$ cat config.mk
export PLATFORM = sky130hd
export DESIGN_NAME = stream_xbar_arbiter
export DESIGN_NICKNAME = d
export VERILOG_FILES = /design/src/rtl/stream_xbar_arbiter_pkg.sv /design/src/rtl/stream_xbar_arbiter_rr_arbiter.sv /design/src/rtl/stream_xbar_arbiter.sv
export SDC_FILE = /design/constraint.sdc
export NUM_CORES = 1
export LEC_CHECK = 0
export ABC_AREA = 1
export CORE_UTILIZATION = 38
export CTS_CLUSTER_DIAMETER = 30
export DETAILED_ROUTE_END_ITERATION = 7
export MAX_ROUTING_LAYER = met4
export PLACE_DENSITY = 0.75
export SLEW_MARGIN = 30
export SYNTH_ARGS = -nofsm -noshare
export SYNTH_HDL_FRONTEND = slang
export SYNTH_SLANG_ARGS = --single-unit
export TNS_END_PERCENT = 30
$ cat constraint.sdc
create_clock -name clk_i -period 1.1 [get_ports clk_i]
set_input_delay 0.22 -clock clk_i [delete_from_list [all_inputs] [get_ports clk_i]]
set_output_delay 0.22 -clock clk_i [all_outputs]
set_load 0.05 [all_outputs]
$ cat src/rtl/stream_xbar_arbiter_pkg.sv
// Shared types and width helpers for the stream crossbar arbiter.
package xbar_pkg;

   typedef enum logic {ARB_IDLE = 1'b0, ARB_LOCKED = 1'b1} arb_state_e;

   // A single-entry side still needs one bit to carry an index.
   function automatic int id_width(input int s_count);
      return (s_count > 1) ? $clog2(s_count) : 1;
   endfunction

   function automatic int dest_width(input int m_count);
      return (m_count > 1) ? $clog2(m_count) : 1;
   endfunction

endpackage

$ cat src/rtl/stream_xbar_arbiter_rr_arbiter.sv
// Combinational round-robin pick: first requester at or after ptr, wrapping.
module rr_arbiter
   import xbar_pkg::*;
#(
   parameter int  S_DATA_COUNT = 2,
   localparam int T_ID___WIDTH = id_width(S_DATA_COUNT)
) (
   input  logic [S_DATA_COUNT-1:0] req,
   input  logic [T_ID___WIDTH-1:0] ptr,
   output logic [T_ID___WIDTH-1:0] idx,
   output logic                    found
);

   // Outer loop walks the rotated search order, inner loop keeps indexing constant.
   always_comb begin
      idx   = '0;
      found = 1'b0;
      for (int k = 0; k < S_DATA_COUNT; k++) begin
         for (int j = 0; j < S_DATA_COUNT; j++) begin
            if (!found && req[j] && (j == ((int'(ptr) + k) % S_DATA_COUNT))) begin
               found = 1'b1;
               idx   = j[T_ID___WIDTH-1:0];
            end
         end
      end
   end

endmodule

$ cat src/rtl/stream_xbar_arbiter.sv
// Per-output round-robin arbiter that locks a source to an output for a whole packet.
module stream_xbar_arbiter
   import xbar_pkg::*;
#(
   parameter int  S_DATA_COUNT = 2,
   parameter int  M_DATA_COUNT = 3,
   localparam int T_ID___WIDTH = id_width(S_DATA_COUNT),
   localparam int T_DEST_WIDTH = dest_width(M_DATA_COUNT)
) (
   input  logic                                 clk_i,
   input  logic                                 rst_in,
   input  logic [S_DATA_COUNT*T_DEST_WIDTH-1:0] s_dest_i,
   input  logic [S_DATA_COUNT-1:0]              s_last_i,
   input  logic [S_DATA_COUNT-1:0]              s_valid_i,
   output logic [S_DATA_COUNT-1:0]              s_ready_o,
   input  logic [M_DATA_COUNT-1:0]              m_valid_i,
   input  logic [M_DATA_COUNT-1:0]              m_ready_i,
   output logic [M_DATA_COUNT*T_ID___WIDTH-1:0] grant_o,
   output logic [M_DATA_COUNT-1:0]              arbiter_ready_o,
   output logic [M_DATA_COUNT-1:0]              busy_o
);

   logic [M_DATA_COUNT-1:0]                 locked;
   logic [M_DATA_COUNT-1:0]                 arb_ready;
   logic [M_DATA_COUNT*T_ID___WIDTH-1:0]    grant_all;
   logic [M_DATA_COUNT-1:0][S_DATA_COUNT-1:0] req;
   logic [S_DATA_COUNT-1:0]                 locked_any;
   logic [S_DATA_COUNT-1:0]                 s_ready;

   always_comb begin
      locked_any = '0;
      for (int i = 0; i < M_DATA_COUNT; i++) begin
         for (int j = 0; j < S_DATA_COUNT; j++) begin
            if (locked[i] && (grant_all[i*T_ID___WIDTH +: T_ID___WIDTH] == j[T_ID___WIDTH-1:0]))
               locked_any[j] = 1'b1;
         end
      end
   end

   // Out-of-range destinations match no channel index, so they never request.
   always_comb begin
      req = '0;
      for (int i = 0; i < M_DATA_COUNT; i++) begin
         for (int j = 0; j < S_DATA_COUNT; j++) begin
            req[i][j] = s_valid_i[j] && !locked_any[j] &&
                        (s_dest_i[j*T_DEST_WIDTH +: T_DEST_WIDTH] == i[T_DEST_WIDTH-1:0]);
         end
      end
   end

   always_comb begin
      for (int i = 0; i < M_DATA_COUNT; i++)
         arb_ready[i] = locked[i] && (!m_valid_i[i] || m_ready_i[i]);
   end

   // Each source targets one output, so at most one channel drives each ready bit.
   always_comb begin
      s_ready = '0;
      for (int i = 0; i < M_DATA_COUNT; i++) begin
         for (int j = 0; j < S_DATA_COUNT; j++) begin
            if (arb_ready[i] && (grant_all[i*T_ID___WIDTH +: T_ID___WIDTH] == j[T_ID___WIDTH-1:0]))
               s_ready[j] = 1'b1;
         end
      end
   end

   for (genvar g = 0; g < M_DATA_COUNT; g++) begin : gen_chan
      arb_state_e              state;
      logic [T_ID___WIDTH-1:0] ptr;
      logic [T_ID___WIDTH-1:0] grant;
      logic [T_ID___WIDTH-1:0] pick;
      logic                    found;
      logic                    release_pkt;

      rr_arbiter #(
         .S_DATA_COUNT(S_DATA_COUNT)
      ) u_rr (
         .req  (req[g]),
         .ptr  (ptr),
         .idx  (pick),
         .found(found)
      );

      assign release_pkt = arb_ready[g] && s_valid_i[grant] && s_last_i[grant];

      always_ff @(posedge clk_i) begin
         if (!rst_in) begin
            state <= ARB_IDLE;
            ptr   <= '0;
            grant <= '0;
         end else if (state == ARB_IDLE) begin
            if (found) begin
               grant <= pick;
               ptr   <= (pick == T_ID___WIDTH'(S_DATA_COUNT - 1)) ? '0 : pick + 1'b1;
               state <= ARB_LOCKED;
            end
         end else if (release_pkt) begin
            state <= ARB_IDLE;
         end
      end

      assign locked[g]                                   = (state == ARB_LOCKED);
      assign grant_all[g*T_ID___WIDTH +: T_ID___WIDTH]   = grant;
   end

   assign s_ready_o       = s_ready;
   assign grant_o         = grant_all;
   assign arbiter_ready_o = arb_ready;
   assign busy_o          = locked;

endmodule

==> impl_results.md <==
- Area of the mapped netlist: about 680 µm²
- Post-Syn Nets: between 100 and 150
- Die ar.: roughly 2000 µm²
- Routed WL per cell: approximately 14 µm
- Pwr per Cell Area: approximately 960 nW/µm²
- Drt drc: 2
- Hold Path Class: reg -> reg
- Drt first-iter violations: 18
- P&R area growth vs syn: 109%
- Pin count of the biggest net entering global routing: 8
- N_diodes: 0
- RD Place Congestion: approximately 0.83
- Hold_buf cts: 0
- Clock group share of total power: 0.191
- Delay-heaviest family, CP: flip-flops
- Layout fillers: 72
- Critical Path Fanout Max: 4
- Buffers & Inverters on Critical Path: 2
- Layout Nets: ~180
- Worst VDD drop: roughly 0.00075 V
- P_leak: just under 0.7 nW
- Vias: slightly below 1000
- Final wirelength: around 2.6 mm
- CTS sink cnt: 9
- CTS tree: built
- Starting Density: 0.429
- Status: finished with violations
- Violated checks: design-rule violations, negative setup slack
- Post-route setup slack: -0.268 ns
- Total iterations of the first detailed-routing run: 6
- Max-slew headroom: 0.792
- Crit-path max cell delay: around 0.36 ns
- Skew final: between 0.0015 and 0.002 ns
- Fin area: 1420 µm²
- First-pass GRT wire length: between 3 and 4 mm
- Tcrit/Tclk final: 1.24
- Worst path cell trace: inv_4 -> a21oi_4 -> nand2_2 -> nand3_4 -> buf_12
- Fin util: 0.898
- Routed vias/inst: around 5.4
- Row count: 14
- Share of power burned in registers: 0.278
- Max-cap violations: 0
- Final Hold Vio Count: 0
- Clock Tree Buf Depth: 2
- Worst EP required: 0.88 ns
- Synth cell types: 14
- Comb pwr share: 0.530
- Synth Register Bits: 9
- Global-route usage over all layers: 0.261
- Achievable Freq: between 0.7 and 0.8 GHz
- Port bufs: 26
- Post-Place Cell Area: ~1200 µm²
- CTS root buf: clkbuf_4
- Endpoints failing setup: 20
- Worst path arrival time: 1.15 ns
- Number of synthesis warnings: 0
- Reg clk slew, reported paths: ~0.06 ns
- Internal power of the cells: 832 µW
- Psw: approximately 520 µW
- Crit end category: output pin
- Top Usage Layer GRT: met2
- CTS Buf Count: 3
- Vias in the first global route: roughly 880
- Min cycle time layout: between 1 and 1.5 ns
- Htree depth: 1
- Max-slew violations: 0
- Crit Path Class: reg -> out
- Post-detail-place hpwl: ~1.7 mm
- Share of layout cells above drive strength 1: 0.530
- Clock Latency Late Sink: roughly 0.26 ns
- Dpl cells: roughly 170
- Die Span Y: 44.2 µm
- Global-route met1 utilization: 0.271
- Core ar.: between 1500 and 2000 µm²
- Startpoint Class: flip-flop
- Initial antenna violation count: 0
- M2 GR Usage: 0.491
- Met3 usage: 0.0204
- Cells after Synth: between 100 and 150
- Finished Layout Cells: between 150 and 200
- Sequential share of the synthesized area: 0.266
- Sw Ratio: 0.385
- Post-route ant nets: 0
- Global route overflow: 0
- IO Pins: 27
- Critical-path cell with the highest stage delay: dfxtp_4
- RSZ-0062 raised after global routing: true
- Die X: 44.2 µm
- Worst-margin pin slew: about 0.31 ns
- Post-synthesis average cell area: roughly 5.7 µm²
- Total Power: approximately 1.4 mW
## worst min-delay path, stage by stage, from the launching register on
cell,delay [ns]
dfxtp_1,0.32
nor2_1,0.04
nor2_1,0.07
## logic make-up after synthesis
family | synth area share
AOI/OAI and AO/OA | 0.0887
buffers and inverters | 0.177
DFF | 0.266
and+or+nand+nor | 0.468
## synthesized netlist by cell type
master,n,area [µm²]
nand3_1,14,70.1
nor3_1,1,5.00
nand2_1,39,146
dfxtp_1,9,180
buf_4,6,45.0
inv_2,3,11.3
nand2_2,2,12.5
nor2_4,1,11.3
a21oi_1,6,30.0
nor2_1,11,41.3
nand3b_1,3,22.5
inv_1,17,63.8
o21ai_0,6,30.0
nor3b_1,1,7.51
## metrics by stage
step           hold slack, ns  TNS (ns)  setup WS [ns]
2_1_floorplan           0.318    -0.696         -0.186
3_3_place_gp            0.441     -4.22         -0.323
3_5_place_dp            0.459     -4.80         -0.376
4_1_cts                 0.472     -2.64         -0.254
5_1_grt                 0.510     -4.08         -0.331
6_report                0.471     -2.94         -0.268
## sequential cells by signal (all words and copies together) (netlist names)
signal          flops
gen_chan.grant      3
gen_chan.state      3
gen_chan.ptr        3
## worst paths after layout
kind                      from  slack [ns]  depth (start not counted)              end
min            gen_chan[0].ptr        0.47                          2  gen_chan[0].ptr
max reg2reg  gen_chan[1].state       -0.17                          8  gen_chan[1].ptr
min reg2reg    gen_chan[0].ptr        0.47                          2  gen_chan[0].ptr
max          gen_chan[1].state       -0.27                          5     s_ready_o[1]
## placed cells by master (no fill, tap or decap), types with 3 or more instances in the layout
cell type        count
nand3b_1             3
dfxtp_4              4
dfxtp_1              3
nand2_1             22
nor2_1              10
clkbuf_4             3
a21oi_4              3
dlygate4sd2_1        6
nand2_2             17
buf_12              11
buf_4               17
clkdlybuf4s50_1      8
o21ai_0              4
inv_2               10
buf_6                6
nand3_2              5
inv_1                9
nand3_1              7
## power by group through the flow
| stage | Combinational, mW | Sequential, mW | Clock [mW] |
|---|---|---|---|
| after floorplan | 0.317 | 0.390 | 0 |
| after global placement | 0.598 | 0.388 | 0 |
| after detailed placement | 0.617 | 0.389 | 0 |
| after CTS | 0.660 | 0.376 | 0.258 |
| after global routing | 0.755 | 0.380 | 0.281 |
| final | 0.718 | 0.376 | 0.259 |
## per-layer routing
layer | share of wire | up-vias
met5 | 0 | -
met4 | 0.041 | 0
met3 | 0.042 | 11
met2 | 0.54 | 43
met1 | 0.38 | 465
li1 | - | 463
## layout make-up
class	count	area (µm²)	area share
repair buffers	49	561	0.396
multi-input cells	84	534	0.377
flip-flops and latches	9	198	0.140
inverters	20	77.6	0.0548
clock buffers	4	26.3	0.0186
well taps	16	20.0	0.0141
## what timing repair did
item | 4_1_cts | 5_1_grt
endpoints found under the setup margin | 19 | 20
cloned | 0 | 0
resized for setup | 20 | 31
pin swaps | 9 | 12
setup buffers | 6 | 0
endpoints found under the hold margin | 0 | 0
Note: power is estimated with default switching activity, not from simulation.
